### config.mk
export PLATFORM = sky130hd
export DESIGN_NAME = icap_multiboot
export DESIGN_NICKNAME = d
export VERILOG_FILES = /design/src/rtl/icap_multiboot.sv
export SDC_FILE = /design/constraint.sdc
export NUM_CORES = 1
export LEC_CHECK = 0
export CAP_MARGIN = 20
export CORE_MARGIN = 3
export CORE_UTILIZATION = 49
export CTS_CLUSTER_DIAMETER = 30
export CTS_CLUSTER_SIZE = 10
export DETAILED_ROUTE_END_ITERATION = 10
export PLACE_DENSITY = 0.9
export SETUP_SLACK_MARGIN = 0.05
export SYNTH_ARGS = -nofsm -noshare
export SYNTH_HDL_FRONTEND = slang
export SYNTH_SLANG_ARGS = --single-unit
### constraint.sdc
create_clock -name p_in_clk -period 3.65 [get_ports p_in_clk]
set_clock_uncertainty 0.2 [all_clocks]
set_input_delay 0.365 -clock p_in_clk [delete_from_list [all_inputs] [get_ports p_in_clk]]
set_output_delay 0.365 -clock p_in_clk [all_outputs]
set_load 0.02 [all_outputs]
### src/rtl/icap_multiboot.sv
// Captures a warm-boot address from the register bus and, on a keyed trigger,
// plays the ICAPE2 IPROG command burst so the FPGA reboots into that image.
module icap_multiboot #(
  parameter logic [7:0]  G_REG_ADDR_LO   = 8'h20,
  parameter logic [7:0]  G_REG_ADDR_HI   = 8'h21,
  parameter logic [7:0]  G_REG_ADDR_CTRL = 8'h22,
  parameter logic [15:0] G_KEY           = 16'hA5C3,
  parameter bit          G_BITSWAP       = 1'b1
) (
  input  logic        p_in_clk,
  input  logic        p_in_rst,
  input  logic [7:0]  p_in_reg_wr_addr,
  input  logic [15:0] p_in_reg_wr_data,
  input  logic        p_in_reg_wr_en,
  output logic        p_out_icap_csib,
  output logic        p_out_icap_rdwrb,
  output logic [31:0] p_out_icap_o,
  output logic [31:0] p_out_wbstar,
  output logic        p_out_busy,
  output logic        p_out_done,
  output logic [7:0]  p_out_rej_cnt
);

  typedef enum logic [2:0] {
    S_IDLE,
    S_SETUP,
    S_WRITE,
    S_HOLD,
    S_DONE
  } state_t;

  state_t      state_q, state_d;
  logic [2:0]  idx_q, idx_d;
  logic [31:0] wbstar_q, wbstar_d;
  logic [7:0]  rej_cnt_q, rej_cnt_d;
  logic        csib_q, csib_d;
  logic        rdwrb_q, rdwrb_d;
  logic [31:0] icap_o_q, icap_o_d;
  logic        busy_q, busy_d;
  logic        done_q, done_d;

  logic ctrl_wr;
  logic key_ok;

  function automatic logic [31:0] seq_word(input logic [2:0] idx, input logic [31:0] wbstar);
    logic [31:0] w;
    case (idx)
      3'd0:    w = 32'hFFFF_FFFF;
      3'd1:    w = 32'hAA99_5566;
      3'd2:    w = 32'h2000_0000;
      3'd3:    w = 32'h3002_0001;
      3'd4:    w = wbstar;
      3'd5:    w = 32'h3000_8001;
      3'd6:    w = 32'h0000_000F;
      default: w = 32'h2000_0000;
    endcase
    return w;
  endfunction

  // ICAPE2 expects each byte bit-reversed relative to the bitstream word.
  function automatic logic [31:0] fmt_word(input logic [31:0] w);
    logic [31:0] r;
    r = w;
    if (G_BITSWAP) begin
      for (int b = 0; b < 4; b++) begin
        for (int i = 0; i < 8; i++) begin
          r[b*8+i] = w[b*8+7-i];
        end
      end
    end
    return r;
  endfunction

  assign ctrl_wr = p_in_reg_wr_en && (p_in_reg_wr_addr == G_REG_ADDR_CTRL);
  assign key_ok  = (p_in_reg_wr_data == G_KEY);

  always_comb begin
    state_d   = state_q;
    idx_d     = idx_q;
    wbstar_d  = wbstar_q;
    rej_cnt_d = rej_cnt_q;

    case (state_q)
      S_IDLE: begin
        if (p_in_reg_wr_en && (p_in_reg_wr_addr == G_REG_ADDR_LO)) begin
          wbstar_d[15:0] = p_in_reg_wr_data;
        end
        if (p_in_reg_wr_en && (p_in_reg_wr_addr == G_REG_ADDR_HI)) begin
          wbstar_d[31:16] = p_in_reg_wr_data;
        end
        if (ctrl_wr && key_ok) begin
          state_d = S_SETUP;
        end
      end
      S_SETUP: begin
        state_d = S_WRITE;
        idx_d   = 3'd0;
      end
      S_WRITE: begin
        if (idx_q == 3'd7) begin
          state_d = S_HOLD;
        end else begin
          idx_d = idx_q + 3'd1;
        end
      end
      S_HOLD:  state_d = S_DONE;
      S_DONE:  state_d = S_DONE;
      default: state_d = S_IDLE;
    endcase

    if (ctrl_wr && !(key_ok && (state_q == S_IDLE)) && (rej_cnt_q != 8'hFF)) begin
      rej_cnt_d = rej_cnt_q + 8'd1;
    end

    // Pin values are decoded from the next state so they land in flops with it;
    // wbstar_q is frozen outside IDLE, so word 4 reflects the trigger-time value.
    csib_d   = 1'b1;
    rdwrb_d  = 1'b1;
    icap_o_d = 32'h0;
    busy_d   = 1'b0;
    done_d   = done_q;
    case (state_d)
      S_SETUP: begin
        rdwrb_d = 1'b0;
        busy_d  = 1'b1;
      end
      S_WRITE: begin
        csib_d   = 1'b0;
        rdwrb_d  = 1'b0;
        busy_d   = 1'b1;
        icap_o_d = fmt_word(seq_word(idx_d, wbstar_q));
      end
      S_HOLD: begin
        rdwrb_d = 1'b0;
        busy_d  = 1'b1;
      end
      S_DONE:  done_d = 1'b1;
      default: done_d = done_q;
    endcase
  end

  always_ff @(posedge p_in_clk) begin
    if (p_in_rst) begin
      state_q   <= S_IDLE;
      idx_q     <= 3'd0;
      wbstar_q  <= 32'h0;
      rej_cnt_q <= 8'h0;
      csib_q    <= 1'b1;
      rdwrb_q   <= 1'b1;
      icap_o_q  <= 32'h0;
      busy_q    <= 1'b0;
      done_q    <= 1'b0;
    end else begin
      state_q   <= state_d;
      idx_q     <= idx_d;
      wbstar_q  <= wbstar_d;
      rej_cnt_q <= rej_cnt_d;
      csib_q    <= csib_d;
      rdwrb_q   <= rdwrb_d;
      icap_o_q  <= icap_o_d;
      busy_q    <= busy_d;
      done_q    <= done_d;
    end
  end

  assign p_out_icap_csib  = csib_q;
  assign p_out_icap_rdwrb = rdwrb_q;
  assign p_out_icap_o     = icap_o_q;
  assign p_out_wbstar     = wbstar_q;
  assign p_out_busy       = busy_q;
  assign p_out_done       = done_q;
  assign p_out_rej_cnt    = rej_cnt_q;

endmodule

==> summary.txt <==
Outcome
  – Outcome: completed

Clock network
  – # clock sinks: roughly 80
  – Worst-path clk slew: around 90 ps
  – CTS Hold Bufs: 0
  – Clk_lat worst skew: 370 ps
  – CTS HTree Levels: 3
  – TritonCTS buffer count: 9
  – CTS tree: done
  – Clk buf depth: 2
  – Root Buffer: clkbuf_8
  – Postcts setup bufs: 0
  – Post-CTS sizing: 0

Die
  – Die area: between 7000 and 8000 µm²
  – Initial Utilization: a little over half
  – Cell Rows: 28
  – Die height: ~87 µm
  – Die W: 86.69 µm
  – Core area: 6096 µm²
  – IO Pins: approximately 100

Logic synthesis
  – Syn avg cell area: slightly above 9 µm²
  – Mapped cell area: around 3200 µm²
  – Count of flip-flops with a built-in enable after synthesis: 0
  – Sequential-to-total area share from yosys stat: a little over 50%
  – Syn nets: 380
  – Area share of the largest cell type after synthesis: 51.45%
  – Post-synth top cells: 82 x dfxtp_1, 77 x nand2_1, 40 x a21oi_1
  – Cell taking the most area after synthesis: dfxtp_1
  – Top cells by area, synth: dfxtp_1 51%, nand2_1 9.1%, a21oi_1 6.3%
  – Netlist cell types: 58
  – Top_reg_cell synth: dfxtp_1
  – Synth Instances: 351
  – Most common cell in the synthesized netlist: dfxtp_1
  – Asr flop ratio synth: 0%
  – Synth Register Bits: a little over 80
  – YS warnings: 0

Worst setup path
  – CP Cell Sequence: ha_1, and2_1, and3_1, and2b_1, inv_2, nor3_4, a21o_1
  – CP Launch Point: idx_q[0]$_SDFF_PP0_
  – Arr. time, crit path: about 2900 ps
  – Reg-to-reg startpoint: idx_q[0]$_SDFF_PP0_
  – CP Buf/Inv Count: 1
  – CP delay by family, top: simple AND/OR/NAND/NOR gates
  – Crit Path Max Fanout: 23
  – CP max stage delay: roughly 780 ps
  – Crit Path Class: flip-flop to flip-flop
  – Slowest-stage cell, CP: nor3_4
  – CP Data Required Time: 3760 ps
  – Worst setup SP type: flip-flop
  – Crit end category: flip-flop

Global routing
  – Global route hottest layer: met2
  – Pin count of the biggest net entering global routing: 46
  – GR Layer Usage met2: approximately 40%
  – GR Util met1: between 20 and 30%
  – Met3 Usage GRT: roughly 7%
  – First-pass GRT wire length: ~14000 µm
  – Number of antenna violations at the first check in global routing: 0
  – Gr ovfl total: 0
  – Vias in the first global route: about 2900
  – GRT Util Overall: approximately 24%

Route
  – Number of vias per cell: 5.582
  – Final WL: approximately 8900 µm
  – DRT Pass-1 Iters: 4
  – DR iter-0 viols: 308
  – Antenna Nets Post-Route: 0
  – Via count: 2925
  – Post-route DRC: 0
  – Avg WL per Cell: approximately 17 µm

Run
  – Max_cap viols: 0

Worst hold path
  – HP Class: flip-flop to flip-flop
  – Worst Hold Launch: p_out_done$_SDFFE_PP0N_

Timing
  – Min Clock Period, post-route: between 2000 and 3000 ps
  – Setup Total Neg Slack: 0 ps
  – Slew Limit Fails: 0
  – Top achievable clock speed: about 360 MHz
  – RSZ-0062 raised after global routing: no
  – Worst slew pin tran: ~930 ps
  – Final period utilization: between 70% and 80%
  – # setup viols final: 0
  – Final hold violation count: 0
  – Normalized max-slew margin: 37.94%

Power
  – VDD IR max: ~0.00034 V
  – Overall power: around 1.6 mW
  – Leak: ~1.6 nW
  – Pwr Density: between 300 and 400 nW/µm²

Cells and area
  – Share of cells above drive strength 1: about a tenth
  – Fillers: approximately 460
  – Area growth from synthesis to layout: 37.29%
  – Layout Nets: approximately 470
  – Antenna cell count: 0

Placed design
  – Routability cong.: 0.8944
  – DPL Wire Length: between 6000 and 7000 µm
  – Port Buffers: a little over 100
-- metal layers --
metal | wire (µm) | up-vias
li1 | - | 1388
met1 | 3531 | 1393
met2 | 4527 | 127
met3 | 639 | 17
met4 | 183 | 0
met5 | 0 | -
-- sequential cells by signal (all words and copies together), names as in the netlist --
name / count
idx_q: 3
p_out_busy: 1
p_out_done: 1
p_out_icap_csib: 1
p_out_icap_o: 32
p_out_icap_rdwrb: 1
p_out_rej_cnt: 8
p_out_wbstar: 32
state_q: 3
-- where the power goes --
group          leakage, nW  internal, mW  switching (mW)
combinational        0.867        0.0306          0.0248
sequential           0.660         0.894        0.000435
clock               0.0810         0.255           0.355
-- cells by family after synthesis --
kind of cell | after synthesis | synth area share [%]
compound gates | 96 | 18.98
xor+xnor | 2 | 0.5491
fa+ha+maj | 2 | 0.7842
buf+inv | 28 | 4.431
flops | 82 | 51.45
mux | 3 | 1.137
simple gates | 138 | 22.67
-- area by class of cell --
class / count / area [µm²] / area share (%)
sequential: 82 / 1642 / 37.47
multi-input combinational: 241 / 1408 / 32.13
timing repair buffer: 104 / 1036 / 23.65
clock buffer: 10 / 127.6 / 2.913
tap: 75 / 93.84 / 2.142
clock inverter: 6 / 51.30 / 1.171
inverter: 6 / 22.52 / 0.5141
-- worst register-to-register path: stages (launching register included) --
cell and delay (ps):
dfxtp_1 360, ha_1 240, and2_1 180, and3_1 200, and2b_1 340, inv_2 120
nor3_4 780, a21o_1 270
-- worst paths after layout --
path | to | slack, ps | cells past startpoint
worst max register to register | p_out_icap_o[1]$_SDFF_PP0_ | 910 | 7
worst max-delay path | p_out_icap_o[1]$_SDFF_PP0_ | 910 | 7
worst min register to register | p_out_done$_SDFFE_PP0N_ | 270 | 1
worst min-delay path | p_out_done$_SDFFE_PP0N_ | 270 | 1
-- through the flow --
stage | std cells | setup slack [ps] | util [%] | cell area, µm² | hold WS (ps)
finish | 524 | 909.8 | 71.86 | 4380 | 268.9
global route | 524 | 796.5 | 71.86 | 4380 | 290.3
CTS | 524 | 911.4 | 71.86 | 4380 | 276.2
detailed placement | 508 | 646.9 | 68.92 | 4202 | 256.9
global placement | 508 | 673.2 | 68.92 | 4202 | 236.8
floorplan | 351 | 1482 | - | 3191 | 305.5
-- cells in the final DEF, fill, tap and decap left out, drive strengths merged, types with 3 or more instances in the layout --
| cell | netlist | final |
|---|---|---|
| o21ai | 17 | 17 |
| o21a | 11 | 11 |
| and3 | 4 | 4 |
| or3 | 8 | 8 |
| a21oi | 45 | 45 |
| a211oi | 3 | 3 |
| nand2 | 77 | 77 |
| a21o | 14 | 14 |
| nor2 | 13 | 13 |
| inv | 6 | 8 |
| clkbuf | 12 | 10 |
| dfxtp | 82 | 82 |
| clkdlybuf4s50 | 0 | 102 |
| nand4 | 5 | 5 |
| clkinvlp | 0 | 3 |
| nor3 | 6 | 6 |
| and2 | 5 | 5 |
| nor4 | 3 | 3 |
(Power assumes the default switching activity.)
